**config.mk**
```make
export PLATFORM = sky130hd
export DESIGN_NAME = text_cell_fetcher
export DESIGN_NICKNAME = d
export VERILOG_FILES = /design/src/rtl/text_cell_fetcher.sv
export SDC_FILE = /design/constraint.sdc
export NUM_CORES = 1
export LEC_CHECK = 0
export CAP_MARGIN = 30
export CORE_AREA = 2 2 201 153
export CTS_CLUSTER_SIZE = 14
export DETAILED_ROUTE_END_ITERATION = 10
export DIE_AREA = 0 0 203 155
export GPL_ROUTABILITY_DRIVEN = 0
export PLACE_DENSITY = 0.87
export SLEW_MARGIN = 0
export SYNTH_ARGS = -nofsm -noshare
export SYNTH_HDL_FRONTEND = slang
export SYNTH_SLANG_ARGS = --single-unit
```
**constraint.sdc**
```tcl
create_clock -name clk -period 3.57 [get_ports clk]
set_input_delay 0.357 -clock clk [delete_from_list [all_inputs] [get_ports clk]]
set_output_delay 0.357 -clock clk [all_outputs]
set_load 0.02 [all_outputs]
```
**src/rtl/text_cell_fetcher.sv**
```systemverilog
// text_cell_fetcher: walks the console text buffer in raster order and
// turns each cell into a glyph-plus-colours CharGrid_t for the renderer.
// The next cell is fetched into a staging register while the renderer is
// still drawing the current one.

package text_cell_fetcher_pkg;

    localparam int PIXEL_PER_CHARACTER = 128;

    typedef logic [19:0] SramAddress_t;
    typedef logic [15:0] SramData_t;

    typedef struct packed {
        logic [PIXEL_PER_CHARACTER-1:0] shape;
        SramData_t                      fg;
        SramData_t                      bg;
    } CharGrid_t;

    // 16-colour console palette, RGB565.
    localparam SramData_t CONSOLE_PALETTE [16] = '{
        16'h0000, 16'h0015, 16'h0540, 16'h0555,
        16'hA800, 16'hA815, 16'hAAA0, 16'hAD55,
        16'h52AA, 16'h52BF, 16'h57EA, 16'h57FF,
        16'hFAAA, 16'hFABF, 16'hFFEA, 16'hFFFF
    };

    typedef enum logic [2:0] {
        ST_IDLE  = 3'd0,
        ST_TEXT  = 3'd1,
        ST_FONT  = 3'd2,
        ST_CAPT  = 3'd3,
        ST_HOLD  = 3'd4,
        ST_DRAIN = 3'd5
    } fetch_state_t;

endpackage

module text_cell_fetcher
    import text_cell_fetcher_pkg::*;
#(
    parameter int           CONSOLE_COLUMNS      = 80,
    parameter int           CONSOLE_LINES        = 30,
    parameter int           WIDTH_PER_CHARACTER  = 8,
    parameter int           HEIGHT_PER_CHARACTER = 16,
    parameter SramAddress_t FRAME_BASE           = '0
) (
    input  logic                           clk,
    input  logic                           rst_n,
    input  logic                           start,
    input  logic                           cursorEnable,
    input  logic [4:0]                     cursorRow,
    input  logic [6:0]                     cursorCol,
    output logic [11:0]                    textAddress,
    input  logic [15:0]                    textData,
    output logic [7:0]                     fontAddress,
    input  logic [PIXEL_PER_CHARACTER-1:0] fontShape,
    output CharGrid_t                      grid,
    output SramAddress_t                   baseAddress,
    output logic                           currentCursor,
    output logic                           fontReady,
    input  logic                           rendererDone,
    output logic                           busy,
    output logic                           frameDone,
    output logic [2:0]                     dbgState,
    output logic                           dbgStagedValid,
    output logic                           dbgAwaitDrop
);

    localparam SramAddress_t ROW_STRIDE =
        SramAddress_t'(CONSOLE_COLUMNS * WIDTH_PER_CHARACTER * HEIGHT_PER_CHARACTER);
    localparam SramAddress_t COL_STRIDE = SramAddress_t'(WIDTH_PER_CHARACTER);
    localparam logic [4:0]   LAST_ROW   = 5'(CONSOLE_LINES - 1);
    localparam logic [6:0]   LAST_COL   = 7'(CONSOLE_COLUMNS - 1);

    fetch_state_t state_q, state_d;

    // Fetch position and its incrementally maintained addresses.
    logic [4:0]   row_q, row_d;
    logic [6:0]   col_q, col_d;
    logic [11:0]  text_addr_q, text_addr_d;
    SramAddress_t row_base_q, row_base_d;
    SramAddress_t cell_base_q, cell_base_d;

    // Text word fields captured in FONT.
    logic [7:0]   char_q, char_d;
    logic [3:0]   fg_idx_q, fg_idx_d;
    logic [3:0]   bg_idx_q, bg_idx_d;

    // Staging set (prefetched cell).
    CharGrid_t    stg_grid_q, stg_grid_d;
    SramAddress_t stg_base_q, stg_base_d;
    logic         stg_cursor_q, stg_cursor_d;
    logic         staged_valid_q, staged_valid_d;

    // Output set, changes only on a transfer.
    CharGrid_t    grid_q, grid_d;
    SramAddress_t base_q, base_d;
    logic         cursor_q, cursor_d;

    logic         await_drop_q, await_drop_d;
    logic         frame_done_q, frame_done_d;

    logic         transfer;
    logic         last_cell;

    // Handshake: a staged cell moves to the renderer in any cycle where it is
    // valid and rendererDone is high, unless the renderer has not yet dropped
    // rendererDone since the previous hand-off (awaitDrop). fontReady marks
    // that cycle; the new outputs are visible from the next cycle onward.
    assign transfer  = staged_valid_q && rendererDone && !await_drop_q;
    assign last_cell = (row_q == LAST_ROW) && (col_q == LAST_COL);

    // State and datapath registers, asynchronously cleared.
    always_ff @(posedge clk or negedge rst_n) begin
        if (!rst_n) begin
            state_q        <= ST_IDLE;
            row_q          <= '0;
            col_q          <= '0;
            text_addr_q    <= '0;
            row_base_q     <= FRAME_BASE;
            cell_base_q    <= FRAME_BASE;
            char_q         <= '0;
            fg_idx_q       <= '0;
            bg_idx_q       <= '0;
            stg_grid_q     <= '0;
            stg_base_q     <= FRAME_BASE;
            stg_cursor_q   <= 1'b0;
            staged_valid_q <= 1'b0;
            grid_q         <= '0;
            base_q         <= FRAME_BASE;
            cursor_q       <= 1'b0;
            await_drop_q   <= 1'b0;
            frame_done_q   <= 1'b0;
        end else begin
            state_q        <= state_d;
            row_q          <= row_d;
            col_q          <= col_d;
            text_addr_q    <= text_addr_d;
            row_base_q     <= row_base_d;
            cell_base_q    <= cell_base_d;
            char_q         <= char_d;
            fg_idx_q       <= fg_idx_d;
            bg_idx_q       <= bg_idx_d;
            stg_grid_q     <= stg_grid_d;
            stg_base_q     <= stg_base_d;
            stg_cursor_q   <= stg_cursor_d;
            staged_valid_q <= staged_valid_d;
            grid_q         <= grid_d;
            base_q         <= base_d;
            cursor_q       <= cursor_d;
            await_drop_q   <= await_drop_d;
            frame_done_q   <= frame_done_d;
        end
    end

    // Next-state logic: fetch sequencing, staging, transfer and position advance.
    always_comb begin
        state_d        = state_q;
        row_d          = row_q;
        col_d          = col_q;
        text_addr_d    = text_addr_q;
        row_base_d     = row_base_q;
        cell_base_d    = cell_base_q;
        char_d         = char_q;
        fg_idx_d       = fg_idx_q;
        bg_idx_d       = bg_idx_q;
        stg_grid_d     = stg_grid_q;
        stg_base_d     = stg_base_q;
        stg_cursor_d   = stg_cursor_q;
        staged_valid_d = staged_valid_q;
        grid_d         = grid_q;
        base_d         = base_q;
        cursor_d       = cursor_q;
        await_drop_d   = await_drop_q;
        frame_done_d   = 1'b0;

        // awaitDrop arms on a hand-off and disarms once rendererDone goes low.
        if (transfer) begin
            await_drop_d = 1'b1;
        end else if (!rendererDone) begin
            await_drop_d = 1'b0;
        end

        if (transfer) begin
            grid_d         = stg_grid_q;
            base_d         = stg_base_q;
            cursor_d       = stg_cursor_q;
            staged_valid_d = 1'b0;
        end

        case (state_q)
            ST_IDLE: begin
                if (start) begin
                    row_d       = '0;
                    col_d       = '0;
                    text_addr_d = '0;
                    row_base_d  = FRAME_BASE;
                    cell_base_d = FRAME_BASE;
                    state_d     = ST_TEXT;
                end
            end
            ST_TEXT: begin
                state_d = ST_FONT;
            end
            ST_FONT: begin
                char_d   = textData[7:0];
                fg_idx_d = textData[11:8];
                bg_idx_d = textData[15:12];
                state_d  = ST_CAPT;
            end
            ST_CAPT: begin
                stg_grid_d.shape = fontShape;
                stg_grid_d.fg    = CONSOLE_PALETTE[fg_idx_q];
                stg_grid_d.bg    = CONSOLE_PALETTE[bg_idx_q];
                stg_base_d       = cell_base_q;
                stg_cursor_d     = cursorEnable && (row_q == cursorRow) && (col_q == cursorCol);
                staged_valid_d   = 1'b1;
                state_d          = ST_HOLD;
            end
            ST_HOLD: begin
                if (transfer) begin
                    if (last_cell) begin
                        state_d = ST_DRAIN;
                    end else begin
                        text_addr_d = text_addr_q + 12'd1;
                        if (col_q == LAST_COL) begin
                            col_d       = '0;
                            row_d       = row_q + 5'd1;
                            row_base_d  = row_base_q + ROW_STRIDE;
                            cell_base_d = row_base_q + ROW_STRIDE;
                        end else begin
                            col_d       = col_q + 7'd1;
                            cell_base_d = cell_base_q + COL_STRIDE;
                        end
                        state_d = ST_TEXT;
                    end
                end
            end
            ST_DRAIN: begin
                if (!await_drop_q && rendererDone) begin
                    frame_done_d = 1'b1;
                    state_d      = ST_IDLE;
                end
            end
            default: begin
                state_d = ST_IDLE;
            end
        endcase
    end

    // The font ROM sees the char code straight from the text word in FONT so
    // the glyph arrives in CAPT; otherwise it holds the last captured code.
    assign fontAddress    = (state_q == ST_FONT) ? textData[7:0] : char_q;
    assign textAddress    = text_addr_q;
    assign grid           = grid_q;
    assign baseAddress    = base_q;
    assign currentCursor  = cursor_q;
    assign fontReady      = transfer;
    assign busy           = (state_q != ST_IDLE);
    assign frameDone      = frame_done_q;
    assign dbgState       = state_q;
    assign dbgStagedValid = staged_valid_q;
    assign dbgAwaitDrop   = await_drop_q;

endmodule

```
==> results.cfg <==
[run_status]
status = completed

[timing]
max_freq_ghz = 0.3206
rsz0062_at_grt = no
slew_headroom = 0.4003
fin_tns_setup_ns = 0
tightestPinTransition_ns = 0.8913
hold_viol_final = 0
period_share = 0.8737
worst_slack_ns = 0.4508
skew_ns = 0.01950
slew_viol_final = 0
min_period_ns = 3.119
setup_violations = 0
worst_hold_slack_ns = 0.4188

[worst_setup_path]
endpoint_kind = output port
critPathMaxStageDelay_ns = 0.61
cp_max_fo = 13
reg2reg_to = row_base_q[12]$_DFFE_PN0P_
slowest_stage = and3_1
crit_arrival_ns = 2.76
criticalPathCategory = register to output port
crit-reg2reg-launch = col_q[0]$_DFFE_PN0P_
critPathRequiredTime_ns = 3.21
r2r_slack_ns = 0.99
crit_chain = inv_1 > and3_1 > mux2_2 > clkdlybuf4s50_1
worstRegToRegCells = 6
worstSetupStartpointType = register

[detailed_routing]
routed_wl_mm = 41.10
firstDrtPassIters = 5
wl_per_cell_um = 18.61
drtIter0Drc = 874
drc = 0
postRouteAntennaNets = 0
vias = 12020
viasPerCell = 5.443

[place]
dp.final_hpwl_mm = 26.98
post-place-ws_ns = 0.8374
dp.cells = 2141
portBuffers = 369

[grt]
first_global_vias = 12120
gr-usage-met3 = 0.05970
met2_usage = 0.4234
antenna_found_initial = 0
grt_pass1_wl_mm = 65.52
overflow = 0
use_met1 = 0.3507
grt_max_degree = 159
grt_busiest_layer = met2
grt_usage = 0.2614

[clocking]
clock-sinks = 387
numCtsBuffers = 38
cts.htree.levels = 2
clkTransAtPathRegs_ns = 0.06
cts_tree = yes
cts-root-buf = clkbuf_16
worstSkewPairLatency_ns = 0.53
clockBufferDepth = 3
post-cts-setup-buffer-count = 0

[worst_hold_path]
min_from = textData[8]
hold_end = fg_idx_q[0]$_DFFE_PN0P_
holdCritPathClass = primary input to register
hold_depth = 3

[floorplanning]
rows = 55
coreArea_mm2 = 0.02966
die_area_mm2 = 0.03147
io_pins = 370
die_x_um = 203
fp.dieH_um = 155
start_util = 0.5302

[power_and_ir_drop]
ir_drop_v = 0.0004500
leakage_uw = 0.009582
p_per_area_mw_per_mm2 = 852.4

[logic_synthesis]
synth_warnings = 0
async_flop_share = 1.000
synth_cell_types = 57
netlist_area_mm2 = 0.01573
synth_ff_type = dfrtp_1
avgSynthCellArea_um2 = 10.81
syn_nets = 1622
synth_seq_area_share = 0.6158
ys_seq_elements = 387
synth-edff-count = 0
synthCells = 1455

[layout]
nets = 1950
drive_gt1_frac = 0.1322
regArea_mm2 = 0.009684
finalNonFillerCells = 2208
fill_cells = 2007
multiInputGateArea_mm2 = 0.005535
syn2layout_area_growth_pct = 32.46

[job]
drv_cap = 0
-- power by group --
| part | total, µW | internal [µW] | switching (µW) |
|---|---|---|---|
| logic | 6670 | 3210 | 3460 |
| clock network | 3900 | 2260 | 1640 |
| registers | 7190 | 6130 | 1060 |
-- sequential cells by signal (all words and copies together), names as in the netlist --
name,cells
baseAddress,18
bg_idx_q,4
cell_base_q,18
char_q,8
col_q,7
currentCursor,1
dbgAwaitDrop,1
dbgStagedValid,1
dbgState,3
fg_idx_q,4
frameDone,1
grid,138
row_base_q,9
row_q,5
stg_base_q,18
stg_cursor_q,1
stg_grid_q,138
textAddress,12
-- metrics by stage --
stage	total power (µW)	utilization	cell area (µm²)
after floorplan	10890	-	15730
after global placement	13550	0.6617	19630
after detailed placement	13880	0.6617	19630
after CTS	17880	0.7022	20830
after global routing	18710	0.7022	20830
final	17760	0.7023	20830
-- layout make-up --
cell class | count | share of cell area
diodes | 1 | 0.0001201
clock buffers | 56 | 0.05232
clock inverters | 9 | 0.004925
inverters | 12 | 0.002283
multi-input cells | 961 | 0.2657
flip-flops and latches | 387 | 0.4649
well taps | 399 | 0.02397
repair buffers | 383 | 0.1857
-- critical path: cells and delay by family, from the launching register on --
family | cells | cell delay, ns
buffers and inverters | 2 | 0.69
flip-flops | 1 | 0.53
AND/OR/NAND/NOR | 1 | 0.61
multiplexers | 1 | 0.42
-- placed cells by master, fill, tap and decap left out, types with 3 or more instances in the layout --
master             n
nand2_1          528
dfrtp_1          387
clkdlybuf4s50_1  368
mux2_2           162
o21ai_0           48
nor2_1            41
clkbuf_16         39
nand3_1           23
xnor2_1           22
xor2_1            14
nor4_1            13
clkbuf_1          12
nand4_1           11
a21oi_1           10
inv_1             10
nor3_1             9
buf_4              8
and3_1             7
ha_1               6
nor2b_1            5
o31ai_1            5
a31oi_1            5
clkinv_2           5
clkbuf_8           5
buf_12             5
or4_1              4
nand2b_1           3
o211ai_1           3
o221ai_1           3
or3_1              3
a22oi_1            3
-- Yosys cell counts (6+ instances only) --
cell type | number | area, µm²
nor2_1 | 41 | 153.9
a21oi_1 | 10 | 50.05
dfrtp_1 | 387 | 9684
nand3_1 | 24 | 120.1
nor3_1 | 9 | 45.04
nor4_1 | 13 | 81.33
o21ai_0 | 48 | 240.2
nand2_1 | 528 | 1982
and3_1 | 7 | 43.79
xnor2_1 | 22 | 192.7
ha_1 | 6 | 75.07
mux2_2 | 162 | 1824
buf_4 | 26 | 195.2
nand4_1 | 11 | 68.82
xor2_1 | 14 | 122.6
clkbuf_1 | 57 | 214.0
buf_1 | 7 | 26.28
inv_1 | 10 | 37.54
-- how the worst max path moves through the flow --
stage                            start                           to  slack [ns]  cells after the start
4_1_cts        dbgState[0]$_DFFE_PN0P_               fontAddress[4]        0.41                      4
5_1_grt        dbgState[0]$_DFFE_PN0P_               fontAddress[5]        0.33                      4
2_1_floorplan  dbgState[1]$_DFFE_PN0P_               fontAddress[1]        1.38                      5
6_report       dbgState[0]$_DFFE_PN0P_               fontAddress[4]        0.45                      4
3_3_place_gp              rendererDone  cell_base_q[16]$_DFFE_PN0P_        0.90                      8
3_5_place_dp              rendererDone  cell_base_q[16]$_DFFE_PN0P_        0.84                      8
-- kinds of logic after synthesis --
family,synth area share
simple gates,0.1737
compound gates,0.03605
fa+ha+maj,0.004774
mux,0.1166
flops,0.6158
xor+xnor,0.02005
buf+inv,0.03294
-- layer usage --
metal / wire [µm] / share of wire
met1: 16810 / 0.41
met2: 19480 / 0.47
met3: 3352 / 0.082
met4: 1458 / 0.035
met5: 0 / 0
-- repair_timing --
action,CTS,global route
gates resized for setup,0,0
hold buffers,1,0
hold endpoints to repair,81,0
No activity file was read; power rests on OpenSTA's default activity.
